### src/rtl/pool_relu_q.sv
// ReLU + requantize (16b -> 7b magnitude) + 2x2 stride-2 max pool over a pixel stream.
// Horizontal maxima of even rows live in a half-width line buffer; outputs are registered, 1 cycle after the completing pixel.
module pool_relu_q #(
    parameter int IMG_W = 26,
    parameter int SHIFT = 4
) (
    input  logic               clk,
    input  logic               rst,
    input  logic               valid_in,
    input  logic               frame_start_in,
    input  logic               line_start_in,
    input  logic               frame_end_in,
    input  logic signed [15:0] sig_layer_in,
    output logic               valid_out,
    output logic               frame_start_out,
    output logic               line_start_out,
    output logic               frame_end_out,
    output logic [7:0]         pool_out
);
    localparam int CW   = $clog2(IMG_W + 1);
    localparam int LB_N = IMG_W / 2;
    localparam int LBW  = (LB_N > 1) ? $clog2(LB_N) : 1;

    typedef enum logic {IDLE, ACTIVE} state_t;

    state_t        state_q, state_d;
    logic [15:0]   row_q, row_d;
    logic [CW-1:0] col_q, col_d;
    logic [6:0]    h_q, h_d;
    logic [6:0]    linebuf [LB_N];

    logic          valid_out_q, valid_out_d;
    logic          frame_start_out_q, frame_start_out_d;
    logic          line_start_out_q, line_start_out_d;
    logic          frame_end_out_q, frame_end_out_d;
    logic [6:0]    pool_q, pool_d;

    logic          accept;
    logic [CW-1:0] cur_col;
    logic [15:0]   cur_row;
    logic [15:0]   shifted;
    logic [6:0]    q, hm, lb_rd;
    logic [LBW-1:0] lb_idx;
    logic          lb_we;

    always_comb begin
        shifted = '0;
        q       = '0;
        if (!sig_layer_in[15]) begin
            shifted = sig_layer_in >>> SHIFT;
            q       = (shifted > 16'd127) ? 7'd127 : shifted[6:0];
        end
    end

    // Column/row of the pixel currently on the input, before counters update.
    assign cur_col = (frame_start_in || line_start_in) ? '0 : col_q;
    assign cur_row = frame_start_in ? 16'd0 : (line_start_in ? 16'(row_q + 16'd1) : row_q);
    assign accept  = valid_in && (state_q == ACTIVE || frame_start_in);
    assign hm      = (q > h_q) ? q : h_q;
    assign lb_idx  = LBW'(cur_col >> 1);
    assign lb_rd   = linebuf[lb_idx];

    always_comb begin
        state_d           = state_q;
        row_d             = row_q;
        col_d             = col_q;
        h_d               = h_q;
        lb_we             = 1'b0;
        valid_out_d       = 1'b0;
        frame_start_out_d = 1'b0;
        line_start_out_d  = 1'b0;
        frame_end_out_d   = 1'b0;
        pool_d            = '0;
        if (accept) begin
            state_d         = frame_end_in ? IDLE : ACTIVE;
            row_d           = cur_row;
            col_d           = (cur_col == CW'(IMG_W)) ? cur_col : cur_col + CW'(1);
            frame_end_out_d = frame_end_in;
            if (cur_col < CW'(IMG_W)) begin
                if (!cur_col[0]) begin
                    h_d = q;
                end else if (!cur_row[0]) begin
                    lb_we = 1'b1;
                end else begin
                    valid_out_d       = 1'b1;
                    pool_d            = (lb_rd > hm) ? lb_rd : hm;
                    line_start_out_d  = (cur_col == CW'(1));
                    frame_start_out_d = (cur_col == CW'(1)) && (cur_row == 16'd1);
                end
            end
        end
    end

    always_ff @(posedge clk or posedge rst) begin
        if (rst) begin
            state_q           <= IDLE;
            row_q             <= '0;
            col_q             <= '0;
            h_q               <= '0;
            valid_out_q       <= 1'b0;
            frame_start_out_q <= 1'b0;
            line_start_out_q  <= 1'b0;
            frame_end_out_q   <= 1'b0;
            pool_q            <= '0;
        end else begin
            state_q           <= state_d;
            row_q             <= row_d;
            col_q             <= col_d;
            h_q               <= h_d;
            valid_out_q       <= valid_out_d;
            frame_start_out_q <= frame_start_out_d;
            line_start_out_q  <= line_start_out_d;
            frame_end_out_q   <= frame_end_out_d;
            pool_q            <= pool_d;
        end
    end

    // Contents only matter after an even row has rewritten them, so no reset.
    always_ff @(posedge clk) begin
        if (lb_we) begin
            linebuf[lb_idx] <= hm;
        end
    end

    assign valid_out       = valid_out_q;
    assign frame_start_out = frame_start_out_q;
    assign line_start_out  = line_start_out_q;
    assign frame_end_out   = frame_end_out_q;
    assign pool_out        = {1'b0, pool_q};
endmodule

### config.mk
export PLATFORM = sky130hd
export DESIGN_NAME = pool_relu_q
export DESIGN_NICKNAME = d
export VERILOG_FILES = /design/src/rtl/pool_relu_q.sv
export SDC_FILE = /design/constraint.sdc
export NUM_CORES = 1
export LEC_CHECK = 0
export ABC_AREA = 1
export CORE_UTILIZATION = 40
export CTS_CLUSTER_DIAMETER = 120
export CTS_CLUSTER_SIZE = 24
export DETAILED_ROUTE_END_ITERATION = 10
export HOLD_SLACK_MARGIN = 0.03
export PLACE_DENSITY_LB_ADDON = 0.2
export SYNTH_ARGS = -nofsm -noshare
export SYNTH_HDL_FRONTEND = slang
export SYNTH_SLANG_ARGS = --single-unit
### constraint.sdc
create_clock -name clk -period 3.3 [get_ports clk]
set_input_delay 0.99 -clock clk [delete_from_list [all_inputs] [get_ports clk]]
set_output_delay 0.99 -clock clk [all_outputs]
set_load 0.02 [all_outputs]
==> impl_metrics.yaml, run 1 <==
layout:
  drive_gt1_frac: 0.298
  syn_to_final_growth_pct: 39.6
  diodes: 0
  nets: 862
sta:
  clock_skew_ps: 10.2
  timing.setup.tns_ps: -1190
  fin_crit_sh: 1.06
  relSlewSlack: 0.657
  final-hold-violation-count: 0
  slew_violations: 0
  finalSetupViolCount: 7
  rsz0062_at_grt: "true"
  fmax_mhz: 285
  fin_ws_ps: -205
  tightest_slew_ps: 514
  period_minus_slack_ps: 3510
synthesis:
  seq_area_frac_synth: 0.596
  synth-edff-count: 91
  synth_most_common_cell: "nand2_1"
  yosys-top-cells-area: "edfxtp_1 44%, dfrtp_1 16%, nand2_1 11%"
  syn-cell-area_mm2: 0.00626
  synth.ff_latch_count: 131
  synthFlopType: "edfxtp_1"
  synth_cell_types: 38
  netlist_instances: 672
  synth_warnings: 0
  synth_top_cell_area_share: 0.436
  synthArstFlopShare: 0.305
  synth_top_cell_by_area: "edfxtp_1"
  synth_common_cells: "176 x nand2_1, 96 x nor2_1, 91 x edfxtp_1"
  avgSynthCellArea_um2: 9.32
  synthesis.nets: 708
status:
  status: "finished with violations"
  violations: "negative setup slack"
critical_path:
  start_kind: "primary input"
  r2r_start: "col_q[1]$_DFFE_PP0P_"
  cp.required_ps: 3650
  crit_type: "in2reg"
  cp_max_fo: 7
  rrSetupSlack_ps: 280
  critPathTopFamily: "simple AND/OR/NAND/NOR gates"
  ff2ff_path_depth: 19
  r2r_end: "pool_q[2]$_DFF_PP0_"
  cp_num_cells: 27
  worst_path_largest_cell_delay_ps: 260
  cp.buffers_inverters: 6
  arrival_ps: 3850
  cp-end-kind: "register"
  crit_slowest_cell: "ha_4"
grt:
  grt_max_degree: 41
  antenna_found_initial: 0
  grt_overflow: 0
  track_usage: 0.220
  grt_pass1_vias: 5303
  grt_first_pass_wirelength_um: 26700
die:
  dieArea_mm2: 0.0162
  die_h_um: 127
  core_mm2: 0.0153
  start_util: 0.410
  row_count: 45
  pin_count: 34
  die_w_um: 127
detailed_routing:
  vias_per_cell: 5.08
  post-route-drc-count: 0
  wl_met1_um: 7210
  top_layer: "met4"
  wl_met3_um: 680
  first_pass_iters: 5
  route.vias.total: 5339
  drt-initial-drc-count: 330
  met2WireLength_um: 8310
  drt-wirelength-per-cell_um: 16.0
  wirelength_um: 16800
  postRouteAntennaNets: 0
cts:
  clk_path_buf_depth: 2
  cts_root_buf: "clkbuf_16"
  cts_tree: "built"
  cts.clk_slew.worst_paths_ps: 60
  clock_latency_ps: 420
  htree_num_levels: 4
  cts.sinks: 131
  numCtsBuffers: 17
min_path:
  hold_end: "row_q[14]$_DFFE_PP0P_"
  hold_path_depth: 2
  hold_start: "row_q[14]$_DFFE_PP0P_"
  hp-class: "reg2reg"
place:
  dpl.hpwl_um: 11400
  place_congestion: 0.874
  io_buffer_count: 28
power:
  power_density_mw_per_mm2: 554
  ir_drop_v: 0.000375
  power_mw: 4.84
  leakagePower_nw: 3.69
flow_run:
  drv_cap: 0
worst min-delay path, delay by kind of cell, from the launching register on:
family          cells  cell delay [ps]
flops               1              350
compound gates      1               60
simple gates        1               50
cell type report:
cell class                      instances  area (um^2)
Fill cell                            1305         6520
Sequential cell                       131         3730
Multi-Input combinational cell        465         2720
Timing Repair Buffer                  150         1220
Clock buffer                           18          429
Tap cell                              211          264
Inverter                               61          229
Clock inverter                         14          154
routing by layer:
layer | global-route usage | up-vias
met3 | 0.0544 | 39
met5 | 0 | -
met2 | 0.364 | 145
li1 | - | 2606
met4 | 0.0924 | 0
met1 | 0.275 | 2549
power by group:
| group | switching [mW] | total, mW | internal [mW] |
|---|---|---|---|
| combinational | 0.607 | 1.06 | 0.455 |
| clock | 0.744 | 1.86 | 1.12 |
| sequential | 0.0289 | 1.91 | 1.89 |
| total | 1.38 | 4.84 | 3.46 |
cell families (layout without fill, tap and decap cells):
logic type / count (synthesis) / count (layout) / share of synthesized area
compound gates: 91 / 91 / 0.0833
xor+xnor: 3 / 3 / 0.00420
fa+ha+maj: 14 / 14 / 0.0280
buf+inv: 77 / 243 / 0.0486
flops: 131 / 131 / 0.596
other cells: 1 / 1 / 0.000599
simple gates: 355 / 356 / 0.239
state kept, by name, summed over array words and instances (netlist names):
signal	flops
col_q	5
frame_end_out	1
frame_start_out	1
h_q	7
line_start_out	1
linebuf	91
pool_q	7
row_q	16
state_q	1
valid_out	1
cells in the final DEF (no fill, tap or decap), types with 4 or more instances in the layout:
cell type,Yosys,layout
clkinv_1,2,4
nor2_1,96,82
ha_1,14,6
buf_6,0,8
clkdlybuf4s50_1,0,21
ha_4,0,8
nand2_4,0,11
dfrtp_1,40,40
o22ai_1,6,6
buf_4,2,116
nand3_1,37,30
edfxtp_1,91,91
nand4_1,23,23
o21ai_0,53,44
nand3_2,0,4
nor2_4,0,7
clkbuf_16,0,17
nor2_2,4,11
a21oi_1,11,8
nor3_1,9,9
nand2_1,176,154
o21ai_2,0,7
nand2_2,4,12
inv_1,54,44
nand2_8,0,4
inv_2,5,15
worst max-delay path by stage:
| stage | start | endpoint | slack [ps] |
|---|---|---|---|
| 6_report | sig_layer_in[13] | pool_q[2]$_DFF_PP0_ | -210 |
| 2_1_floorplan | sig_layer_in[15] | pool_q[3]$_DFF_PP0_ | -280 |
| 5_1_grt | sig_layer_in[15] | pool_q[4]$_DFF_PP0_ | -340 |
| 3_3_place_gp | sig_layer_in[15] | pool_q[2]$_DFF_PP0_ | -860 |
| 4_1_cts | sig_layer_in[13] | pool_q[2]$_DFF_PP0_ | -130 |
| 3_5_place_dp | sig_layer_in[15] | pool_q[2]$_DFF_PP0_ | -970 |
stage by stage:
step	worst slack (ps)	instances	utilization	hold WS (ps)	instance area [um^2]
CTS	-129	1050	0.557	500	8500
floorplan	-277	672	-	453	6350
global placement	-856	993	0.496	472	7570
global route	-344	1050	0.573	531	8740
detailed placement	-968	993	0.496	485	7570
finish	-205	1050	0.573	498	8740
repair_timing:
item | CTS | global route
gates cloned | 1 | 0
endpoints found under the setup margin | 20 | 7
setup buffers | 24 | 1
endpoints found under the hold margin | 0 | 0
gates resized for setup | 64 | 54
hold buffers | 0 | 0
pin swaps | 33 | 45
(Power assumes the default switching activity.)
==> run 2, diff against run 1 <==
--- a/config.mk
+++ b/config.mk
@@ -12,6 +12,7 @@
 export DETAILED_ROUTE_END_ITERATION = 10
 export HOLD_SLACK_MARGIN = 0.03
 export PLACE_DENSITY_LB_ADDON = 0.2
+export SLEW_MARGIN = 20
 export SYNTH_ARGS = -nofsm -noshare
 export SYNTH_HDL_FRONTEND = slang
 export SYNTH_SLANG_ARGS = --single-unit
==> results of run 2 <==
Final layout, timing and power as in run 1 (identical DEF).
==> run 3, diff against run 2 <==
--- a/config.mk
+++ b/config.mk
@@ -12,6 +12,7 @@
 export DETAILED_ROUTE_END_ITERATION = 10
 export HOLD_SLACK_MARGIN = 0.03
 export PLACE_DENSITY_LB_ADDON = 0.2
+export REMOVE_ABC_BUFFERS = 1
 export SLEW_MARGIN = 20
 export SYNTH_ARGS = -nofsm -noshare
 export SYNTH_HDL_FRONTEND = slang
==> impl_metrics.yaml, run 3 (synthesis gave the netlist of run 1 again) <==
power:
  p_sw_mw: 1.32
  power_mw: 4.72
  p_comb_frac: 0.202
  ir_drop_v: 0.000401
  power.internal_mw: 3.40
  power_density_mw_per_mm2: 551
  leakagePower_nw: 3.68
  power_frac_seq: 0.406
  clockPowerShare: 0.392
  p_sw_frac: 0.280
sta:
  fin_crit_sh: 1.02
  slew_violations: 0
  final-hold-violation-count: 0
  timing.setup.tns_ps: -383
  fmax_mhz: 298
  fin_ws_ps: -59.7
  finalSetupViolCount: 7
  period_minus_slack_ps: 3360
  relSlewSlack: 0.641
  rsz0062_at_grt: "true"
  tightest_slew_ps: 538
  clock_skew_ps: 8.00
place:
  dpl.hpwl_um: 11800
  io_buffer_count: 28
  place_congestion: 0.896
cts:
  cts_tree: "built"
  cts_root_buf: "clkbuf_16"
  numCtsBuffers: 17
  htree_num_levels: 4
  cts.sinks: 131
  clk_path_buf_depth: 2
  cts.clk_slew.worst_paths_ps: 60
  cts_hold_buffers: 0
  clock_latency_ps: 430
grt:
  grt_overflow: 0
  grt_pass1_vias: 5397
  antenna_found_initial: 0
  grt_max_degree: 41
  track_usage: 0.227
  grt_first_pass_wirelength_um: 27400
critical_path:
  path_cells: "buf_6, nor2_4, nand3b_1, buf_6, buf_6, nor2_4, nor2_2, ha_1, nand2_2, nor2_2, nand2_1, nand2_2, nand2_4, buf_4, o21ai_2, ha_1, and3_1, nand2_2, nand2_4, nor2_1, nor2_1"
  cp.required_ps: 3620
  cp_max_fo: 7
  worst_path_largest_cell_delay_ps: 290
  cp.buffers_inverters: 4
  crit_slowest_cell: "ha_1"
  arrival_ps: 3680
  start_kind: "primary input"
  cp-end-kind: "register"
  crit_type: "in2reg"
  critPathTopFamily: "simple AND/OR/NAND/NOR gates"
detailed_routing:
  first_pass_iters: 5
  drt-initial-drc-count: 338
  route.vias.total: 5326
  postRouteAntennaNets: 0
  drt-wirelength-per-cell_um: 16.1
  post-route-drc-count: 0
  vias_per_cell: 5.06
  wirelength_um: 17000
status:
  violations: "negative setup slack"
  status: "finished with violations"
die:
  pin_count: 34
  row_count: 45
  dieArea_mm2: 0.0162
  die_w_um: 127
  start_util: 0.410
  die_h_um: 127
  core_mm2: 0.0153
layout:
  drive_gt1_frac: 0.275
  syn_to_final_growth_pct: 36.9
  seqCellArea_mm2: 0.00373
  fill_cells: 1318
  largest-register: "linebuf"
  fin_util: 0.562
  final_cell_mix: "161 x nand2_1, 118 x buf_4, 91 x edfxtp_1"
  multiInputGateArea_mm2: 0.00253
  diodes: 0
  reg_top3: "linebuf (91), row_q (16)"
  final_common_cell: "nand2_1"
  largest_reg_flops: 91
  nets: 864
flow_run:
  drv_cap: 0
min_path:
  hp-class: "reg2reg"
==> run 3: worst register-to-register path: cells and delay by family (launching register included) <==
kind / cells / cell delay (ps)
fa+ha+maj: 1 / 320
compound gates: 3 / 700
simple gates: 9 / 920
flops: 1 / 600
buf+inv: 1 / 190
==> run 3: area by class of cell <==
| cell class | count | area share |
|---|---|---|
| Clock inverter | 14 | 0.0177 |
| Inverter | 61 | 0.0267 |
| Clock buffer | 18 | 0.0501 |
| Tap cell | 211 | 0.0308 |
| Multi-Input combinational cell | 465 | 0.295 |
| Timing Repair Buffer | 152 | 0.144 |
| Sequential cell | 131 | 0.435 |
==> run 3: final timing paths <==
path	startpoint	to	slack [ps]	cells after the start
worst max-delay path	sig_layer_in[13]	pool_q[4]$_DFF_PP0_	-60	21
worst min-delay path	h_q[1]$_DFFE_PP0P_	h_q[1]$_DFFE_PP0P_	500	2
worst max register to register	col_q[1]$_DFFE_PP0P_	pool_q[4]$_DFF_PP0_	450	14
worst min register to register	h_q[1]$_DFFE_PP0P_	h_q[1]$_DFFE_PP0P_	500	2
max in group asynchronous	rst	row_q[1]$_DFFE_PP0P_	1900	3
min in group asynchronous	rst	pool_q[0]$_DFF_PP0_	1010	3
==> run 3: power groups by stage <==
stage / logic [mW] / clock network [mW] / registers (mW)
detailed placement: 0.692 / 0 / 1.95
finish: 0.954 / 1.85 / 1.92
floorplan: 0.343 / 0 / 1.95
global placement: 0.672 / 0 / 1.95
CTS: 0.839 / 1.87 / 1.92
global route: 1.04 / 1.94 / 1.92
==> run 3: repair_timing <==
action,in CTS,in global routing
pin swaps,29,31
endpoints found under the setup margin,71,7
endpoints found under the hold margin,0,0
cloned,1,0
buffers inserted,15,7
resized for setup,77,33
==> run 3: metal layers <==
metal,track usage,up-vias,routed length (um)
li1,-,2603,-
met1,0.285,2535,7470
met2,0.373,148,8220
met3,0.0574,40,809
met4,0.0994,0,473
met5,0,-,0
==> run 3: per-stage QoR <==
stage          setup slack (ps)  cell area (um^2)  hold WS (ps)  std cells
2_1_floorplan              -861              6190           453        656
3_3_place_gp               -917              7510           473        998
3_5_place_dp              -1150              7510           485        998
4_1_cts                   -7.16              8400           499       1046
5_1_grt                    -294              8570           552       1052
6_report                  -59.7              8570           505       1052
